===== src/rtl/l2_access_arbiter_pkg.sv =====
// Shared encodings for the L2 port arbiter: FSM states, owner codes and enable levels.
package l2_access_arbiter_pkg;

  typedef enum logic [1:0] {
    ArbIdle = 2'd0,
    ArbIc   = 2'd1,
    ArbDc   = 2'd2,
    ArbGap  = 2'd3
  } arb_state_e;

  typedef enum logic {
    OwnIc = 1'b0,
    OwnDc = 1'b1
  } owner_e;

  localparam logic Enable  = 1'b1;
  localparam logic Disable = 1'b0;

endpackage


===== src/rtl/l2_arb_rr_pick.sv =====
// Combinational 2-way round-robin picker: on a tie, the cache that did not own L2 last wins.
module l2_arb_rr_pick
  import l2_access_arbiter_pkg::*;
(
  input  logic   irq,
  input  logic   drq,
  input  owner_e last_grant,
  output owner_e pick,
  output logic   valid
);

  always_comb begin
    valid = irq | drq;
    if (irq && drq) begin
      pick = (last_grant == OwnIc) ? OwnDc : OwnIc;
    end else if (irq) begin
      pick = OwnIc;
    end else begin
      pick = OwnDc;
    end
  end

endmodule


===== src/rtl/l2_access_arbiter.sv =====
// Grants the single L2 port to the I-cache or D-cache controller, one owner at a time.
// Optional grant timeout with arb_err pulse when L2_ARB_TIMEOUT_EN is defined.
module l2_access_arbiter
  import l2_access_arbiter_pkg::*;
#(
  parameter int unsigned ADDR_W      = 28,
  parameter int unsigned TIMEOUT_CYC = 1023
) (
  input  logic              clk,
  input  logic              rst,
  input  logic              irq,
  input  logic [ADDR_W-1:0] ic_addr,
  input  logic              ic_rw,
  input  logic              drq,
  input  logic [ADDR_W-1:0] dc_addr,
  input  logic              dc_rw,
  input  logic              l2_rdy,
  input  logic              complete,
  output logic              ic_en,
  output logic              dc_en,
  output logic              l2_req,
  output logic [ADDR_W-1:0] l2_addr,
  output logic              l2_rw,
  output logic              arb_busy,
  output logic              arb_err
);

  arb_state_e        state_q, state_d;
  owner_e            last_q, last_d;
  logic              ic_en_q, ic_en_d;
  logic              dc_en_q, dc_en_d;
  logic [ADDR_W-1:0] addr_q, addr_d;
  logic              rw_q, rw_d;
  owner_e            pick;
  logic              pick_valid;
  logic              timeout;

  // l2_rdy carries no state-changing meaning for the arbiter.
  logic unused_l2_rdy;
  assign unused_l2_rdy = l2_rdy;

  l2_arb_rr_pick u_rr_pick (
    .irq        (irq),
    .drq        (drq),
    .last_grant (last_q),
    .pick       (pick),
    .valid      (pick_valid)
  );

`ifdef L2_ARB_TIMEOUT_EN
  localparam int unsigned CntW = $clog2(TIMEOUT_CYC + 1);
  logic [CntW-1:0] cnt_q, cnt_d;
  logic            err_q, err_d;

  assign timeout = (cnt_q == CntW'(TIMEOUT_CYC - 1));

  always_comb begin
    cnt_d = cnt_q;
    if (state_q == ArbIc || state_q == ArbDc) begin
      cnt_d = cnt_q + 1'b1;
    end
    if (state_d != state_q) begin
      cnt_d = '0;
    end
    // Timeout release is the only path into the gap without complete or a dropped request.
    err_d = (state_d == ArbGap) && (state_q != ArbGap) && timeout && !complete &&
            ((state_q == ArbIc) ? irq : drq);
  end

  always_ff @(posedge clk) begin
    if (rst) begin
      cnt_q <= '0;
      err_q <= 1'b0;
    end else begin
      cnt_q <= cnt_d;
      err_q <= err_d;
    end
  end

  assign arb_err = err_q;
`else
  assign timeout = 1'b0;
  assign arb_err = 1'b0;
`endif

  always_comb begin
    state_d = state_q;
    last_d  = last_q;
    addr_d  = addr_q;
    rw_d    = rw_q;
    unique case (state_q)
      ArbIdle: begin
        if (pick_valid) begin
          state_d = (pick == OwnIc) ? ArbIc : ArbDc;
          addr_d  = (pick == OwnIc) ? ic_addr : dc_addr;
          rw_d    = (pick == OwnIc) ? ic_rw : dc_rw;
        end
      end
      ArbIc: begin
        if (complete || !irq || timeout) begin
          state_d = ArbGap;
          last_d  = OwnIc;
        end
      end
      ArbDc: begin
        if (complete || !drq || timeout) begin
          state_d = ArbGap;
          last_d  = OwnDc;
        end
      end
      ArbGap: begin
        state_d = ArbIdle;
      end
      default: begin
        state_d = ArbIdle;
      end
    endcase
    ic_en_d = (state_d == ArbIc) ? Enable : Disable;
    dc_en_d = (state_d == ArbDc) ? Enable : Disable;
  end

  always_ff @(posedge clk) begin
    if (rst) begin
      state_q <= ArbIdle;
      last_q  <= OwnDc;
      ic_en_q <= Disable;
      dc_en_q <= Disable;
      addr_q  <= '0;
      rw_q    <= 1'b0;
    end else begin
      state_q <= state_d;
      last_q  <= last_d;
      ic_en_q <= ic_en_d;
      dc_en_q <= dc_en_d;
      addr_q  <= addr_d;
      rw_q    <= rw_d;
    end
  end

  assign ic_en    = ic_en_q;
  assign dc_en    = dc_en_q;
  assign l2_req   = ic_en_q | dc_en_q;
  assign arb_busy = ic_en_q | dc_en_q;
  assign l2_addr  = addr_q;
  assign l2_rw    = rw_q;

endmodule


===== config.mk =====
export PLATFORM = sky130hd
export DESIGN_NAME = l2_access_arbiter
export DESIGN_NICKNAME = d
export VERILOG_FILES = /design/src/rtl/l2_access_arbiter_pkg.sv /design/src/rtl/l2_arb_rr_pick.sv /design/src/rtl/l2_access_arbiter.sv
export SDC_FILE = /design/constraint.sdc
export NUM_CORES = 1
export LEC_CHECK = 0
export ABC_AREA = 1
export CELL_PAD_IN_SITES_DETAIL_PLACEMENT = 1
export CELL_PAD_IN_SITES_GLOBAL_PLACEMENT = 1
export CORE_MARGIN = 1
export CORE_UTILIZATION = 27
export CTS_CLUSTER_DIAMETER = 40
export CTS_CLUSTER_SIZE = 16
export DETAILED_ROUTE_END_ITERATION = 7
export PLACE_DENSITY = 0.82
export SETUP_SLACK_MARGIN = 0.05
export SLEW_MARGIN = 15
export SYNTH_ARGS = -nofsm -noshare
export SYNTH_HDL_FRONTEND = slang
export SYNTH_SLANG_ARGS = --single-unit

===== constraint.sdc =====
create_clock -name clk -period 3.04 [get_ports clk]
set_input_delay 0.304 -clock clk [delete_from_list [all_inputs] [get_ports clk]]
set_output_delay 0.304 -clock clk [all_outputs]
set_load 0.02 [all_outputs]

==> run summary <==
The run finished, with violations left. The checks that failed: design-rule violations. Relative to the synthesized area, the layout overhead comes to 58.0%.

The clock slew at the register clock pins of the worst setup and hold paths is 70 ps. The buffers inserted during post-CTS setup optimization is 0. The leakage power is between 1 and 1.5 nW. The count of nets left with antenna violations once routing finished came out at 0. The initial core utilization came out at 0.284. In the final layout, flip-flops and latches occupy 681 um^2. For the finished layout, the period the worst path requires is 1800 ps. The net count after synthesis is approximately 370. The global-route usage over all layers came out at 0.159.

Summed over all layers, the global routing overflow is 0. STA classifies the critical path startpoint as a register. The post-route clock skew came out at 3.66 ps.

Clock tree synthesis inserted a total of 5 buffers. The DRC violations left is 9. The critical path goes through inv_1, ha_1, inv_1, nor2_4, buf_12, nor2_1, nor2_1, nand2_1, inv_1. The number of buffers between clock root and the deepest sink came out at 2. The number of warning messages in the yosys log came out at 0. The count of endpoints failing setup in the final report is 0. The count of port buffers added during placement is 95. For this design the ratio of total power to cell area is around 870 nW/um^2. The die outline width came out at approximately 84 um.

The met1 usage is 0.173. TritonCTS built the clock tree. Setup repair after global routing left no endpoint under its margin. The final cell area excluding filler cells came out at 2880 um^2. By area the synthesized netlist is led by sky130_fd_sc_hd__dfxtp_1 (37%), sky130_fd_sc_hd__nand2_1 (20%), sky130_fd_sc_hd__nor2_1 (13%).

The smallest setup slack after layout is about 1200 ps. Yosys mapped a number of flops with a built-in enable equal to 0. The relative slew slack came out at 0.557. Summing all multi-input logic gate instances after layout gives between 800 and 900 um^2. In the final routed layout, each cell accounts on average for ~12 um. The post-placement setup slack came out at ~960 ps. The y dimension of the die came out at 84.2 um. The number of instances in the placed design is 460. The antenna diode count came out at 0. The share of flip-flops with an asynchronous set or reset is 0. At the end of the flow, the number of nets in the layout was 458. The signal arrival time at the worst endpoint came out at 2030 ps.

98 I/O pins were placed. The wire length of the first global-routing pass came out at 9.05 mm. In the synthesized netlist, the cells that appear most often are sky130_fd_sc_hd__nand2_1 (99), sky130_fd_sc_hd__nor2_1 (63), sky130_fd_sc_hd__inv_1 (40), sky130_fd_sc_hd__nand3_1 (37), sky130_fd_sc_hd__dfxtp_1 (34). In the final layout, the share of cells above drive strength 1 is 0.0333. The final setup TNS came out at 0 ps. The classification of the worst setup path is register to register.

In the global route stage, met3 resource usage came out at 0.0246. The fraction of the cycle the final worst path needs came out at 0.592. The portion of synthesized cell area occupied by the leading cell type is 0.373.

Clock latency on the worst-skew pair, taken at its later pin, is 280 ps. Yosys mapped the design onto 17 distinct sky130hd cell types. The reg2reg setup slack is 1240 ps.

The hold violation total from the final report is 0. The tree is rooted in a sky130_fd_sc_hd__clkbuf_8. The area of the die is 7090 um^2. The maximum number of pins on one net before global-route repair is 42.

The number of antenna violations at the first check in global routing is 0. The number of levels in the clock H-tree is 2. The maximum frequency from static timing analysis is approximately 0.56 GHz. The type of the tightest min-delay check is register to register. The global-route track usage on met2 came out at 0.311.

The peak supply drop came out at 0.334 mV. The site row count is 29. The number of flip-flops and latches in the synthesized netlist came out at 34.

The vias per cell is 4.41. The number of global-route vias before repair came out at 2,094. The count of TritonRoute iterations in the first routing pass is 6. For this design, the CTS-stage hold fixing added 0 buffers. The layer flagged by global routing as most heavily used is met2.

The cell area after synthesis is 1820 um^2. Once placement finished, the instance area stood at 2810 um^2. The cell at the slowest stage of the critical path is sky130_fd_sc_hd__nor2_4. The via count of the routed design is 2,061.

The largest single stage delay on the critical path is ~380 ps. The sink count of the clock tree came out at 34. The worst setup path is captured at a register.

The placeable core region came out at 6420 um^2. STA puts the critical path data required time at 3270 ps. The biggest area contributor in the post-synthesis netlist is sky130_fd_sc_hd__dfxtp_1.

The number of violations of the max-capacitance limit came out at 0. The completed layout was analyzed and its total power is 0.00251 W. The count of cells resized by post-cts repair came out at 0.

The number of non-filler instances in the completed layout came out at 467. At the end of routability-driven placement, the weighted congestion stood at 0.853. For the pin with the worst max-slew slack, the measured transition is 662 ps. The total routed wirelength came out at 5.43 mm. The layout filler cell count is 827. Among all cell types in the netlist, the one instantiated most often is sky130_fd_sc_hd__nand2_1. The sequential share of the synthesized area came out at 0.373.

The post-synthesis instance total came out at 301. A synthesized cell averages 6.06 um^2. The most frequently used flop master after synthesis is sky130_fd_sc_hd__dfxtp_1. Counting stages on the worst path, the most repeated cell is sky130_fd_sc_hd__inv_1. The critical-path maximum fanout came out at around 40. The max-slew violation count came out at 0.

The number of DRC violations after detailed-routing iteration 0 came out at 57. Once detailed placement completed, the half-perimeter wirelength came to ~4.1 mm.
## per-stage QoR
stage                     hold slack (ps)   util
after floorplan                       429      -
after global placement                443  0.437
after detailed placement              447  0.437
after CTS                             465  0.449
after global routing                  497  0.449
final                                 462  0.449
## critical path, delay by kind of cell (launching register included)
family	cells	cell delay (ps)
flip-flops	1	310
adder cells (fa/ha/maj)	1	240
AND/OR/NAND/NOR	4	620
buffers and inverters	4	560
## logic make-up after synthesis
kind of cell | synth area share
compound gates | 0.00274
fa+ha+maj | 0.0274
buf+inv | 0.146
flops | 0.373
other cells | 0.00206
simple gates | 0.449
## cells in the final DEF, fill, tap and decap left out, types with 2 or more instances in the layout
cell type,n
sky130_fd_sc_hd__nand3_1,37
sky130_fd_sc_hd__clkbuf_1,2
sky130_fd_sc_hd__ha_1,4
sky130_fd_sc_hd__buf_4,3
sky130_fd_sc_hd__dfxtp_1,34
sky130_fd_sc_hd__nor2_1,63
sky130_fd_sc_hd__clkdlybuf4s50_1,95
sky130_fd_sc_hd__clkbuf_8,5
sky130_fd_sc_hd__inv_1,40
sky130_fd_sc_hd__nand2_1,99
## metal layers
metal	up-vias	routed length [um]
met4	0	68
met3	5	197
met5	-	0
li1	1062	-
met1	947	2290
met2	47	2880
## power by group
group | internal (W) | leakage [nW] | switching [W]
Combinational | 0.000649 | 1.14 | 0.000827
Sequential | 0.000632 | 0.282 | 0.0000896
Clock | 0.000158 | 0.0383 | 0.000153
Total | 0.00144 | 1.46 | 0.00107
## path summary, 6_finish.rpt
path / startpoint / end / depth (start not counted)
worst min register to register: last_q / last_q / 2
worst max register to register: state_q[1] / l2_addr[15] / 9
worst min-delay path: last_q / last_q / 2
worst max-delay path: state_q[1] / l2_addr[15] / 9
## flip-flops by register name, indices dropped and copies added, names as in the netlist
name / cells
ic_en: 1
dc_en: 1
state_q: 2
l2_rw: 1
l2_addr: 28
last_q: 1
## final cells by class
cell class                 count  share of cell area
multi-input combinational    209               0.306
tap                           77              0.0334
timing repair buffer          99               0.345
sequential                    34               0.236
clock buffer                   7              0.0265
inverter                      41              0.0534
Power figures use the tool's default switching activity.
